[config.mk]
export PLATFORM = sky130hd
export DESIGN_NAME = uart_tx_arbiter
export DESIGN_NICKNAME = d
export VERILOG_FILES = /design/src/rtl/uart_tx_arbiter.sv
export SDC_FILE = /design/constraint.sdc
export NUM_CORES = 1
export LEC_CHECK = 0
export BUFFER_PORTS_ARGS = -buffer_cell sky130_fd_sc_hd__buf_2
export CORE_ASPECT_RATIO = 0.5
export CORE_MARGIN = 2
export CORE_UTILIZATION = 51
export DETAILED_ROUTE_END_ITERATION = 6
export HOLD_SLACK_MARGIN = 0.05
export PLACE_DENSITY = 0.91
export REMOVE_ABC_BUFFERS = 1
export SLEW_MARGIN = 10
export SYNTH_ARGS = -nofsm -noshare
export SYNTH_HDL_FRONTEND = slang
export SYNTH_SLANG_ARGS = --single-unit
[constraint.sdc]
create_clock -name clk -period 6 [get_ports clk]
set_input_delay 1.2 -clock clk [delete_from_list [all_inputs] [get_ports clk]]
set_output_delay 1.2 -clock clk [all_outputs]
set_load 0.1 [all_outputs]
[src/rtl/uart_tx_arbiter.sv]
// uart_tx_arbiter: round-robin arbiter sharing one UART TX byte stream among NREQ requesters.
// A grant lasts a whole message: released on tlast, a burst-length cap, or an idle timeout.
module uart_tx_arbiter #(
    parameter  int NREQ         = 4,
    parameter  int DLEN         = 8,
    parameter  int MAX_BURST    = 16,
    parameter  int IDLE_TIMEOUT = 64,
    localparam int IW           = (NREQ > 1) ? $clog2(NREQ) : 1,
    localparam int BW           = $clog2(MAX_BURST + 1),
    localparam int TW           = $clog2(IDLE_TIMEOUT + 1)
) (
    input  logic                 clk,
    input  logic                 rst,
    input  logic [NREQ-1:0]      i_tvalid,
    output logic [NREQ-1:0]      o_tready,
    input  logic [NREQ*DLEN-1:0] i_tdata,
    input  logic [NREQ-1:0]      i_tlast,
    output logic                 o_tvalid,
    input  logic                 i_tready,
    output logic [DLEN-1:0]      o_tdata,
    output logic [IW-1:0]        o_tid,
    output logic                 o_busy
);
    typedef enum logic {S_IDLE, S_GRANT} state_t;
    state_t          r_state, w_state_nxt;
    logic [IW-1:0]   r_grant, r_rr_ptr, w_grant_nxt, w_rr_nxt, w_pick, w_inc;
    logic [BW-1:0]   r_beat_cnt, w_beat_nxt;
    logic [TW-1:0]   r_idle_cnt, w_idle_nxt;
    logic [NREQ-1:0] w_sel;
    logic [DLEN-1:0] w_lane;
    logic            w_busy, w_live, w_gvalid, w_glast, w_xfer, w_release;

    // Descending scan so the requester closest to r_rr_ptr (wrapping) wins.
    always_comb begin
        logic [IW:0] s;
        w_pick = r_rr_ptr;
        for (int i = NREQ - 1; i >= 0; i--) begin
            s = {1'b0, r_rr_ptr} + (IW+1)'(i);
            s = (s >= (IW+1)'(NREQ)) ? s - (IW+1)'(NREQ) : s;
            if (i_tvalid[s[IW-1:0]]) w_pick = s[IW-1:0];
        end
    end

    always_comb begin
        w_sel    = '0;
        w_lane   = '0;
        w_gvalid = 1'b0;
        w_glast  = 1'b0;
        for (int k = 0; k < NREQ; k++) begin
            if (r_grant == IW'(k)) begin
                w_sel[k] = 1'b1;
                w_lane   = i_tdata[k*DLEN +: DLEN];
                w_gvalid = i_tvalid[k];
                w_glast  = i_tlast[k];
            end
        end
    end

    // Outputs are gated by rst so a reset cycle never completes a transfer.
    assign w_busy    = r_state == S_GRANT;
    assign w_live    = w_busy && !rst;
    assign o_tvalid  = w_live && w_gvalid;
    assign o_tdata   = w_live ? w_lane : '0;
    assign o_tready  = (w_live && i_tready) ? w_sel : '0;
    assign o_tid     = r_grant;
    assign o_busy    = w_busy;
    assign w_xfer    = o_tvalid && i_tready;
    assign w_release = (w_xfer && (w_glast || r_beat_cnt == BW'(MAX_BURST - 1))) ||
                       (!w_gvalid && r_idle_cnt == TW'(IDLE_TIMEOUT - 1));
    assign w_inc     = (r_grant == IW'(NREQ - 1)) ? '0 : r_grant + 1'b1;

    always_comb begin
        w_state_nxt = r_state;
        w_grant_nxt = r_grant;
        w_rr_nxt    = r_rr_ptr;
        w_beat_nxt  = r_beat_cnt;
        w_idle_nxt  = r_idle_cnt;
        if (!w_busy) begin
            if (|i_tvalid) begin
                w_state_nxt = S_GRANT;
                w_grant_nxt = w_pick;
                w_beat_nxt  = '0;
                w_idle_nxt  = '0;
            end
        end else begin
            w_beat_nxt  = w_xfer ? r_beat_cnt + 1'b1 : r_beat_cnt;
            w_idle_nxt  = w_xfer ? '0 : (!w_gvalid ? r_idle_cnt + 1'b1 : r_idle_cnt);
            w_state_nxt = w_release ? S_IDLE : S_GRANT;
            w_rr_nxt    = w_release ? w_inc : r_rr_ptr;
        end
    end

    always_ff @(posedge clk) begin
        if (rst) begin
            r_state    <= S_IDLE;
            r_grant    <= '0;
            r_rr_ptr   <= '0;
            r_beat_cnt <= '0;
            r_idle_cnt <= '0;
        end else begin
            r_state    <= w_state_nxt;
            r_grant    <= w_grant_nxt;
            r_rr_ptr   <= w_rr_nxt;
            r_beat_cnt <= w_beat_nxt;
            r_idle_cnt <= w_idle_nxt;
        end
    end
endmodule

==> impl_summary.md, run 1 <==
Setup path
For the worst setup path, the data required time is 4.80 ns. Along the worst path, the maximum fanout reaches 23. The most critical setup path has its startpoint at o_tid[0]. The slowest stage of the critical path is the sky130_fd_sc_hd__ha_1 cell. The worst setup path is captured at a primary output. The total buffers and inverters traversed by the critical path is 1.

The cell family contributing the most delay on the critical path is adder cells. The arrival time of data at the critical path endpoint is 2.59 ns. The startpoint type of the worst setup path is a register.

The delay of the slowest critical-path stage is 0.69 ns. The worst setup path is of the register to primary output kind. The critical path goes through ha_1 > a211oi_1 > a211o_1 > nor2_1 > buf_2. The source of the worst register-to-register timing path is o_tid[0].

Timing
The worst path in the final design needs a cycle of 3.79 ns, including I/O delays and setup. The top achievable clock speed is 264 MHz. Headroom to the max-slew limit came out at 50.3%. The actual transition at the worst max-transition pin is 0.746 ns. After layout, the worst setup slack is 2.21 ns. Summed over all failing endpoints, the final setup total negative slack is 0 ns. The setup clock skew after layout is 0.00110 ns.

Setup repair after global routing left no endpoint under its margin. The final hold violation count was 0. Of the available clock period, the critical path in the final layout requires 63.2%. Setup violations remaining at the end of the flow were counted as 0. The number of max-slew violations in the final report came to 0.

Layout
The final layout contains 284 nets. Cells with a size suffix above 1 make up 30.0% of the layout. The number of non-filler instances in the completed layout is 270. The post-synthesis to final-layout area growth is 25.8%.

The total inserted antenna cells is 0. Counting the fill cells in the layout gives 228.

Synthesis
Synthesis produced 180 cells. In this run, distinct cell masters in the synthesized netlist total 41. The post-synthesis cell type with the largest combined area is sky130_fd_sc_hd__dfxtp_1.

Among all flip-flop cells after synthesis, the most frequent one is sky130_fd_sc_hd__dfxtp_1. The sequential-to-total area share from yosys stat is 25.2%. The proportion of netlist area held by the largest area contributor is 25.2%. The fraction of registers with async set or reset after synthesis is 0%.

By count the netlist is led by sky130_fd_sc_hd__a21oi_1, sky130_fd_sc_hd__dfxtp_1, sky130_fd_sc_hd__nor3_1. The total of flip-flops plus latches after synthesis is 17. Averaged over all synthesized cells, the footprint is 7.50 µm². The synthesized design contains 0 enable-type register cells. The number of warning messages in the yosys log is 0. Ranked by total cell area, the synthesized netlist is headed by sky130_fd_sc_hd__dfxtp_1, sky130_fd_sc_hd__nor2b_1, sky130_fd_sc_hd__a21oi_1, sky130_fd_sc_hd__ha_1, sky130_fd_sc_hd__nor3_1. sky130_fd_sc_hd__a21oi_1 is the most common cell in the netlist. The mapped netlist covers 1350 µm².

Pwr
Dividing total power by cell area gives a power density of 200 nW/µm². The part of the total power dissipated in the clock network is 25.9%. Of the total power, combinational logic draws 38.6%.

For this design the static power due to leakage is 0.745 nW. The internal portion of the total power is 0.000202 W. Of the total power, registers draw 35.5%. The total power consumption of the routed design is 0.000339 W. The peak supply drop is 0.147 mV. The net switching share of the total power is 40.5%. Summed over all nets, the switching power comes to 0.000138 W.

Die
The die extent in x is 76.8 µm. The vertical die dimension is 40.4 µm. The initial core utilization is 52.9%. The die area is 3100 µm². The placeable core area is 2550 µm². Pin placement for this block handled 59 I/O pins.

After floorplanning, the core was divided into 13 placement rows.

Drt
The length of the first detailed-routing pass in iterations is 4. In the detailed route, the total length drawn on met3 is 289 µm. The post-route antenna net violation count is 0. The iteration-0 DRC count of the detailed router is 130. The final route contains 1572 vias.

The highest layer used for signal routing is met4. The post-detailed-routing wire length is 3720 µm. Dividing the detail-routed via count by the number of cells gives 5.82. The number of remaining DRC errors is 0. For this block, wires on met1 add up to 1590 µm. The average wire length per cell after detail routing is 13.8 µm.

The met2 layer wire length in the routed design is 1770 µm.

Clock network
The longest clock path from root to sink contains 2 buffers. The clock root buffer is sky130_fd_sc_hd__clkbuf_8. Clock latency on the worst-skew pair, taken at its later pin, is 0.26 ns. Buffers inserted to repair hold after CTS numbered 0. The clock-pin slew on the worst setup and hold paths is 0.07 ns. The clock sink count is 17. The number of post-CTS setup repair buffers is 0.

The CTS tree is yes. The deepest level of the CTS H-tree is 1. The count of cells resized by post-cts repair is 0. The number of buffers created by CTS is 3.

Global route
Global routing consumed, over all layers together, 23.6% of the routing resources. The first global-routing pass estimated 5570 µm of wire. The number of global-route vias before repair came to 1257. The sum of overflow across all layers after global routing is 0. The initial antenna violation count is 0. The pin count of the biggest net entering global routing is 24.

Placed design
The count of buffers added on input and output ports is 58. Prior to clock tree synthesis, the placed netlist has a worst setup slack of 2.35 ns. Routability-driven placement finished with a final weighted congestion of 0.912.

Detailed placement ended at an HPWL of 2770 µm. Once placement completed, the tool counted placed cells totaling 266.

Run
The tool flagged a number of max-cap violations equal to 0.

Run status
The flow ran to the end, and the final reports show no timing, DRC or antenna violations.

Worst hold path
The path class of the tightest hold or removal check is register to register. The origin of the worst min-delay path is r_beat_cnt[4].
[final cells by class]
class | instances | area [µm²] | area share [%]
Multi-Input combinational cell | 148 | 952 | 56.1
Clock buffer | 3 | 41.3 | 2.43
Sequential cell | 17 | 340 | 20.0
Clock inverter | 1 | 5.00 | 0.295
Tap cell | 37 | 46.3 | 2.73
Timing Repair Buffer | 58 | 290 | 17.1
Inverter | 6 | 22.5 | 1.33
[layer usage]
metal  vias to the layer above  track usage [%]
li1                        776                -
met1                       719             28.9
met2                        65             41.9
met3                        12             6.08
met5                         -                0
met4                         0             8.64
[state kept, by name, summed over array words and instances, names as in the netlist]
register / count
r_beat_cnt: 5
o_busy: 1
r_rr_ptr: 2
o_tid: 2
r_idle_cnt: 7
[final timing paths]
kind              endpoint  slack, ns  cells after the start
max reg2reg  r_idle_cnt[4]       3.35                      6
min          r_beat_cnt[4]       0.49                      2
max               o_tvalid       2.21                      5
min reg2reg  r_beat_cnt[4]       0.49                      2
[metrics by stage]
stage | cell area, µm² | utilization (%) | hold WS (ns)
after global routing | 1700 | 66.5 | 0.510
after detailed placement | 1650 | 64.7 | 0.486
after CTS | 1700 | 66.5 | 0.495
after global placement | 1650 | 64.7 | 0.464
after floorplan | 1320 | - | 0.442
final | 1700 | 66.5 | 0.491
[layout by cell type (no fill, tap or decap), types with 2 or more instances in the layout]
master,count
sky130_fd_sc_hd__nor2_1,14
sky130_fd_sc_hd__and3_1,8
sky130_fd_sc_hd__a311oi_2,3
sky130_fd_sc_hd__clkbuf_8,3
sky130_fd_sc_hd__o21ai_0,2
sky130_fd_sc_hd__nor3_1,16
sky130_fd_sc_hd__dfxtp_1,17
sky130_fd_sc_hd__nand2_1,9
sky130_fd_sc_hd__inv_1,6
sky130_fd_sc_hd__a221oi_1,8
sky130_fd_sc_hd__a211oi_1,3
sky130_fd_sc_hd__buf_2,58
sky130_fd_sc_hd__a21oi_1,18
sky130_fd_sc_hd__nor2b_1,15
sky130_fd_sc_hd__or3_1,2
sky130_fd_sc_hd__nor3b_1,2
sky130_fd_sc_hd__nand3b_1,3
sky130_fd_sc_hd__a31oi_1,2
sky130_fd_sc_hd__o21ai_1,3
sky130_fd_sc_hd__ha_1,7
sky130_fd_sc_hd__nand3_1,13
[worst min-delay path: cells and delay by family (launching register included)]
family / cells / cell delay (ns)
compound gates: 1 / 0.07
simple gates: 1 / 0.06
flops: 1 / 0.31
[logic make-up (layout without fill, tap and decap cells)]
family,after synthesis,after routing,share of synthesized area [%]
buffers and inverters,15,68,4.26
xor gates and xnor gates,2,2,1.30
AOI/OAI and AO/OA,47,47,26.0
DFF,17,17,25.2
and+or+nand+nor,92,92,36.8
adders and majority gates,7,7,6.49
[power by group through the flow]
stage / Sequential [W] / Clock (W) / Combinational (W)
6_report: 0.000120 / 0.0000878 / 0.000131
5_1_grt: 0.000121 / 0.0000960 / 0.000140
4_1_cts: 0.000120 / 0.0000896 / 0.000130
3_5_place_dp: 0.000123 / 0 / 0.000130
3_3_place_gp: 0.000123 / 0 / 0.000128
2_1_floorplan: 0.000132 / 0 / 0.0000870
(Power assumes the default switching activity.)
==> run 2, diff against run 1 <==
Settings changed: CORE_UTILIZATION 51 to 43, PLACE_DENSITY 0.91 to 0.82.
Clock period 6 ns to 3.1 ns, I/O delays scaled along.
==> run 2 against run 1 <==
Compared with the run above: via count increased by 0.95%; global-route usage decreased by 0.64 points; cell count increased by 1.9%; critical path type unchanged; largest cell class unchanged; largest power group unchanged.
==> impl_summary.md, run 2 (synthesized netlist as in run 1, its figures left out) <==
Layout
The total inserted antenna cells is 0 (unchanged). The area taken by multi-input logic gates is 962 µm² (was 952 µm²). The ratio of cells with drive above 1 in the final layout is 31.9% (was 30.0%). The post-synthesis to final-layout area growth is 34.6% (was 25.8%).

The sequential cell area came to 340 µm² (unchanged). The number of non-filler instances in the completed layout is 275 (was 270). The total of fill cells in the finished design is 272 (was 228). The number of nets at the end of the flow was 286 (was 284). The design area is 1820 µm² (was 1700 µm²). Highest-count cells in the layout ignoring fill and taps: sky130_fd_sc_hd__buf_2, sky130_fd_sc_hd__a21oi_1, sky130_fd_sc_hd__dfxtp_1, sky130_fd_sc_hd__nor3_1 (was sky130_fd_sc_hd__buf_2, sky130_fd_sc_hd__a21oi_1, sky130_fd_sc_hd__dfxtp_1, sky130_fd_sc_hd__nor3_1, sky130_fd_sc_hd__nor2b_1). The register containing the most flip-flops in the final layout is r_idle_cnt (unchanged). Largest registers ranked by flip-flop count: r_idle_cnt x7, r_beat_cnt x5 (unchanged). The number of flip-flops in the largest register is 7 (unchanged). The most common cell after layout, fill and taps aside is sky130_fd_sc_hd__buf_2 (unchanged).

Timing
The time the final worst path needs with I/O delays and setup is 2.80 ns. The top achievable clock speed is 357 MHz. RSZ-0062 raised after global routing: false (unchanged).

The number of max-slew violations in the final report is 0 (unchanged). Of the available clock period, the critical path in the final layout requires 90.3%. The worst hold-check slack is 0.473 ns (was 0.491 ns).

The final hold violation count is 0 (unchanged). The relative slew slack is 65.5% (was 50.3%). The final count of negative-setup-slack endpoints is 0 (unchanged). The actual transition at the worst max-transition pin is 0.515 ns (was 0.746 ns).

The setup clock skew after layout is 0.00845 ns (was 0.00110 ns).

Placed design
The final HPWL from detailed placement came to 3010 µm (was 2770 µm). The placed instance count is 271 (was 266). The cell area after placement is 1760 µm² (was 1650 µm²). The placer congestion estimate was 0.853 (was 0.912).

The total of buffers placed on input and output ports is 58 (unchanged).

Setup path
The arrival time of data at the critical path endpoint was 2.18 ns (was 2.59 ns). The slowest library cell on the worst path is sky130_fd_sc_hd__nor3b_1 (was sky130_fd_sc_hd__ha_1). The path depth of the worst reg2reg path is 7 (was 6). The category of the most critical setup path is register to primary output (unchanged). The endpoint required time on the critical path came to 2.48 ns (was 4.80 ns). Cell breakdown of the critical path: inv_1 > ha_2 > nor3b_1 > a211o_1 > nor2_1 > buf_12 (was ha_1 > a211oi_1 > a211o_1 > nor2_1 > buf_2). The startpoint type of the worst setup path was a register (unchanged). The setup slack of the worst register-to-register path is 0.79 ns (was 3.35 ns). The critical register-to-register path endpoint is r_rr_ptr[1] (was r_idle_cnt[4]).

The source of the worst register-to-register timing path was o_tid[0] (unchanged). The worst setup path startpoint is o_tid[0] (unchanged). The endpoint type of the worst setup path is a primary output (unchanged).

The worst-path maximum fanout was 21 (was 23). The delay of the slowest critical-path stage is 0.44 ns (was 0.69 ns).

Die
The placement row count is 14 (was 13). The placeable core area came to 3000 µm² (was 2550 µm²). The initial core utilization is 45.1% (was 52.9%).

The die area came to 3630 µm² (was 3100 µm²). The number of ports placed on the die boundary is 59 (unchanged). The vertical die dimension is 43.6 µm (was 40.4 µm).

The die extent in x is 83.2 µm (was 76.8 µm).

Run status
Run status: finished clean (unchanged).

Drt
The total via count after detailed routing was 1587 (was 1572). The length of the first detailed-routing pass in iterations is 4 (unchanged). The iteration-0 DRC count of the detailed router is 60 (was 130). The detailed-route vias per instance is 5.77 (was 5.82). The number of remaining DRC errors came to 0 (unchanged).

The post-route antenna net violation count is 0 (unchanged). The post-detailed-routing wire length is 3960 µm (was 3720 µm). The average wire length per cell after detail routing is 14.4 µm (was 13.8 µm).

Worst hold path
The worst hold endpoint is r_beat_cnt[4] (unchanged). The origin of the worst min-delay path is r_beat_cnt[4] (unchanged). The kind of path behind the tightest hold check is register to register (unchanged). The count of cells along the worst hold path is 2 (unchanged).

Pwr
The leakage power summed over all cells is 0.776 nW (was 0.745 nW). The peak supply drop is 0.218 mV (was 0.147 mV). The total power consumption of the routed design is 0.000681 W (was 0.000339 W). The power density over the cells is 375 nW/µm² (was 200 nW/µm²).

Clock network
The clock insertion delay at the later pin of the skew report is 0.26 ns (about the same). The maximum clock insertion buffer count is 2 (unchanged). The clock-pin slew on the worst setup and hold paths is 0.07 ns (about the same). The CTS tree is yes (unchanged). The deepest level of the CTS H-tree is 1 (unchanged). The clock root buffer is sky130_fd_sc_hd__clkbuf_8 (unchanged). The number of buffers created by CTS is 3 (unchanged).

The clock sink count is 17 (unchanged).

Global route
The pin count of the biggest net entering global routing is 22 (was 24). The initial antenna violation count came to 0 (unchanged). The sum of overflow across all layers after global routing came to 0 (unchanged).

The overall global routing resource usage was 22.9% (was 23.6%). The number of global-route vias before repair is 1489 (was 1257). The global-route wire length before repair is 6800 µm (was 5570 µm).

Run
The count of max-cap constraint violations is 0 (unchanged).
## run 2: cell count changes in the layout (fill, tap and decap cells not counted)
cell                       previous run  this run
sky130_fd_sc_hd__ha_2                 0         1
sky130_fd_sc_hd__ha_1                 7         6
sky130_fd_sc_hd__nor2b_2              0         1
sky130_fd_sc_hd__buf_12               0         6
sky130_fd_sc_hd__a211oi_2             1         2
sky130_fd_sc_hd__buf_2               58        52
sky130_fd_sc_hd__buf_4                0         2
sky130_fd_sc_hd__nor2b_1             15        14
sky130_fd_sc_hd__a211oi_1             3         2
## run 2: layout make-up
cell class	count	area share, %
multi-input cells	148	53.0
well taps	40	2.75
inverters	6	1.24
repair buffers	60	21.8
flip-flops and latches	17	18.7
clock inverters	1	0.275
clock buffers	3	2.27
## run 2: repair_timing
action                                  4_1_cts  5_1_grt
setup buffers                                 0        0
gates resized for setup                       0        3
endpoints found under the setup margin        0        4
hold buffers                                  0        0
## run 2: per-layer routing
metal / global-route usage (%) / routed length, µm
met1: 28.9 / 1720
met4: 5.57 / 33
met5: 0 / 0
met3: 4.19 / 325
met2: 41.8 / 1880
## run 2: worst max-delay path, delay by kind of cell, from the launching register on
family	cells	cell delay, ns
compound gates	1	0.32
fa+ha+maj	1	0.38
buf+inv	2	0.30
flops	1	0.37
simple gates	2	0.55
## run 2: worst max-delay path by stage
stage | slack (ns) | endpoint | depth (start not counted)
after detailed placement | 0.38 | o_tvalid | 6
after floorplan | -1.02 | o_tvalid | 4
final | 0.30 | o_tvalid | 6
after global placement | 0.49 | o_tvalid | 6
after global routing | 0.08 | o_tdata[1] | 8
after CTS | 0.11 | o_tvalid | 6
## run 2: where the power goes
part / internal, W / leakage, nW / switching, W / total (W)
Sequential: 0.000224 / 0.138 / 0.00000887 / 0.000233
Clock: 0.0000894 / 0.0255 / 0.0000793 / 0.000169
Combinational: 0.0000956 / 0.613 / 0.000184 / 0.000280
## run 2: stage by stage
step | setup WS (ns) | utilization, % | setup TNS (ns)
floorplan | -1.02 | - | -8.69
global placement | 0.485 | 58.8 | 0
detailed placement | 0.380 | 58.8 | 0
CTS | 0.109 | 60.3 | 0
global route | 0.0813 | 60.7 | 0
finish | 0.300 | 60.7 | 0
==> run 3, diff against run 2 <==
Settings changed: RECOVER_POWER set to 50, SETUP_SLACK_MARGIN set to 0.15.
==> run 3 against run 2 <==
Compared with the run above: clock skew rose by 0.0014 ns; non-clock buffer count did not move; wire length grew 1.3%; clock power about the same; utilization decreased by 0.92 points; sequential share of layout area is 0.29 points higher; combinational power down 3%; total power decreased by 1.0%; critical endpoint is now r_idle_cnt[3].
==> impl_summary.md, run 3 (synthesized netlist as in run 1, its figures left out) <==
Run status
Run status: finished clean (unchanged).

Die
The placeable core area was 3000 µm² (unchanged). The initial core utilization came to 45.1% (unchanged). The number of ports placed on the die boundary is 59 (unchanged). The die area is 3630 µm² (unchanged). The placement row count is 14 (unchanged).

The die extent in x was 83.2 µm (unchanged). The vertical die dimension is 43.6 µm (unchanged).

Layout
The number of flip-flops in the largest register is 7 (unchanged). The number of nets at the end of the flow came to 286 (unchanged). The ratio of cells with drive above 1 in the final layout is 28.5% (was 31.9%). The sequential cell area is 340 µm² (unchanged). The register containing the most flip-flops in the final layout is r_idle_cnt (unchanged). The total inserted antenna cells came to 0 (unchanged). Largest registers ranked by flip-flop count: r_idle_cnt x7, r_beat_cnt x5 (unchanged).

The number of non-filler instances in the completed layout is 275 (unchanged). The area taken by multi-input logic gates was 931 µm² (was 962 µm²). The most common cell after layout, fill and taps aside is sky130_fd_sc_hd__buf_2 (unchanged). The total of fill cells in the finished design is 282 (was 272). The post-synthesis to final-layout area growth is 32.5% (was 34.6%).

Highest-count cells in the layout ignoring fill and taps: sky130_fd_sc_hd__buf_2, sky130_fd_sc_hd__a21oi_1, sky130_fd_sc_hd__dfxtp_1, sky130_fd_sc_hd__nor3_1, sky130_fd_sc_hd__nor2_1 (was sky130_fd_sc_hd__buf_2, sky130_fd_sc_hd__a21oi_1, sky130_fd_sc_hd__dfxtp_1, sky130_fd_sc_hd__nor3_1). The design area was 1790 µm² (was 1820 µm²).

Timing
RSZ-0062 raised after global routing: false (unchanged). The actual transition at the worst max-transition pin came to 1.16 ns (was 0.515 ns). The final count of negative-setup-slack endpoints came to 0 (unchanged). The portion of the clock cycle consumed by the worst path in the final layout is 90.3% (about the same).

The time the final worst path needs with I/O delays and setup is 2.80 ns (about the same). The setup clock skew after layout is 0.00986 ns (was 0.00845 ns). The relative slew slack came to 22.8% (was 65.5%).

The final hold violation count is 0 (unchanged). The top achievable clock speed is 357 MHz (about the same). The minimum setup slack in the final design came to 0.302 ns (was 0.300 ns). The setup total negative slack is 0 ns (unchanged).

The number of max-slew violations in the final report is 0 (unchanged).

Placed design
The final HPWL from detailed placement is 3010 µm (unchanged). The placer congestion estimate is 0.853 (unchanged). The total of buffers placed on input and output ports is 58 (unchanged). The placed instance count came to 271 (unchanged).

The setup slack after placement is 0.380 ns (unchanged). The cell area after placement is 1760 µm² (unchanged).

Clock network
The number of post-CTS setup repair buffers is 0 (unchanged). The clock insertion delay at the later pin of the skew report is 0.26 ns (about the same). The clock sink count came to 17 (unchanged). The number of buffers created by CTS is 3 (unchanged). The deepest level of the CTS H-tree is 1 (unchanged). The hold buffer count at CTS is 0 (unchanged).

The clock root buffer was sky130_fd_sc_hd__clkbuf_8 (unchanged). The clock-pin slew on the worst setup and hold paths is 0.07 ns (about the same). The CTS tree is yes (unchanged).

The maximum clock insertion buffer count is 2 (unchanged).

Global route
The number of global-route vias before repair is 1489 (unchanged). The global-route wire length before repair is 6810 µm (was 6800 µm). The initial antenna violation count is 0 (unchanged). The pin count of the biggest net entering global routing is 22 (unchanged).

The overall global routing resource usage is 23.0% (was 22.9%). The sum of overflow across all layers after global routing is 0 (unchanged).

Drt
The total via count after detailed routing is 1587 (unchanged). The iteration-0 DRC count of the detailed router is 72 (was 60). The post-detailed-routing wire length is 4010 µm (was 3960 µm). The average wire length per cell after detail routing is 14.6 µm (was 14.4 µm). The post-route antenna net violation count came to 0 (unchanged).

The length of the first detailed-routing pass in iterations is 4 (unchanged). The number of remaining DRC errors was 0 (unchanged). The detailed-route vias per instance was 5.77 (unchanged).

Setup path
The number of stages on the worst setup path is 7 (was 6). The endpoint type of the worst setup path is a register (was primary output). The slowest library cell on the worst path is sky130_fd_sc_hd__a211oi_1 (was sky130_fd_sc_hd__nor3b_1).

The setup slack of the worst register-to-register path is 0.30 ns (was 0.79 ns). The cell family contributing the most delay on the critical path is compound AO/OA/AOI/OAI gates (was simple AND/OR/NAND/NOR gates). The total buffers and inverters traversed by the critical path is 1 (was 2). The path depth of the worst reg2reg path is 7 (unchanged).

The startpoint type of the worst setup path is a register (unchanged). The worst-path maximum fanout was 21 (unchanged). The critical register-to-register path endpoint is r_idle_cnt[3] (was r_rr_ptr[1]). The endpoint required time on the critical path was 3.26 ns (was 2.48 ns). The endpoint of the worst setup timing path is r_idle_cnt[3] (was o_tvalid). The arrival time of data at the critical path endpoint was 2.96 ns (was 2.18 ns). The category of the most critical setup path is register to register (was register to primary output). By instance count, the cell type seen most on the critical path is sky130_fd_sc_hd__a211oi_1.

Cell breakdown of the critical path: inv_1 > ha_2 > a211oi_1 > a211oi_1 > nor2_1 > or3_1 > a311oi_2 (was inv_1 > ha_2 > nor3b_1 > a211o_1 > nor2_1 > buf_12). The delay of the slowest critical-path stage was 0.76 ns (was 0.44 ns). The worst setup path startpoint was o_tid[0] (unchanged). The source of the worst register-to-register timing path is o_tid[0] (unchanged).

Pwr
The peak supply drop is 0.216 mV (was 0.218 mV). The total power consumption of the routed design is 0.000674 W (was 0.000681 W). The leakage power summed over all cells is 0.757 nW (was 0.776 nW). The power density over the cells is 377 nW/µm² (was 375 nW/µm²).

Run
The count of max-cap constraint violations came to 0 (unchanged).

Worst hold path
The kind of path behind the tightest hold check is register to register (unchanged).
## run 3: power by group
part / switching [W] / internal (W)
logic: 0.000181 / 0.0000912
registers: 0.00000882 / 0.000224
clock network: 0.0000805 / 0.0000894
## run 3: worst min path at each step
stage / from / cells past startpoint / end / slack (ns)
floorplan: r_beat_cnt[4] / 2 / r_beat_cnt[4] / 0.44
global placement: r_beat_cnt[4] / 2 / r_beat_cnt[4] / 0.46
detailed placement: r_beat_cnt[4] / 2 / r_beat_cnt[4] / 0.47
CTS: r_beat_cnt[4] / 2 / r_beat_cnt[4] / 0.48
global route: r_rr_ptr[0] / 2 / r_rr_ptr[0] / 0.52
finish: r_rr_ptr[0] / 2 / r_rr_ptr[0] / 0.47
## run 3: metal layers
layer / share of wire (%) / wire length (µm) / GRT usage (%)
met5: 0 / 0 / 0
met4: 1.0 / 42 / 5.57
met3: 8.2 / 329 / 4.19
met2: 48 / 1900 / 41.6
met1: 43 / 1730 / 29.4
## run 3: worst register-to-register path, stage by stage (launching register included)
cell and delay [ns]:
sky130_fd_sc_hd__dfxtp_1 0.37, sky130_fd_sc_hd__inv_1 0.11, sky130_fd_sc_hd__ha_2 0.38, sky130_fd_sc_hd__a211oi_1 0.11, sky130_fd_sc_hd__a211oi_1 0.76, sky130_fd_sc_hd__nor2_1 0.22
sky130_fd_sc_hd__or3_1 0.49, sky130_fd_sc_hd__a311oi_2 0.27
## run 3: cell type report
| class | instances | area share (%) |
|---|---|---|
| sequential | 17 | 19.0 |
| tap | 40 | 2.80 |
| inverter | 6 | 1.26 |
| clock buffer | 3 | 2.31 |
| clock inverter | 1 | 0.280 |
| timing repair buffer | 60 | 22.3 |
| multi-input combinational | 148 | 52.0 |
## run 3: through the flow
| step | hold WS, ns | util [%] |
|---|---|---|
| floorplan | 0.442 | - |
| global route | 0.516 | 59.7 |
| global placement | 0.459 | 58.8 |
| CTS | 0.477 | 60.6 |
| detailed placement | 0.467 | 58.8 |
| finish | 0.475 | 59.7 |
## run 3: what timing repair did
item,CTS,global route
resized for setup,2,4
cloned,0,0
setup endpoints to repair,1,8
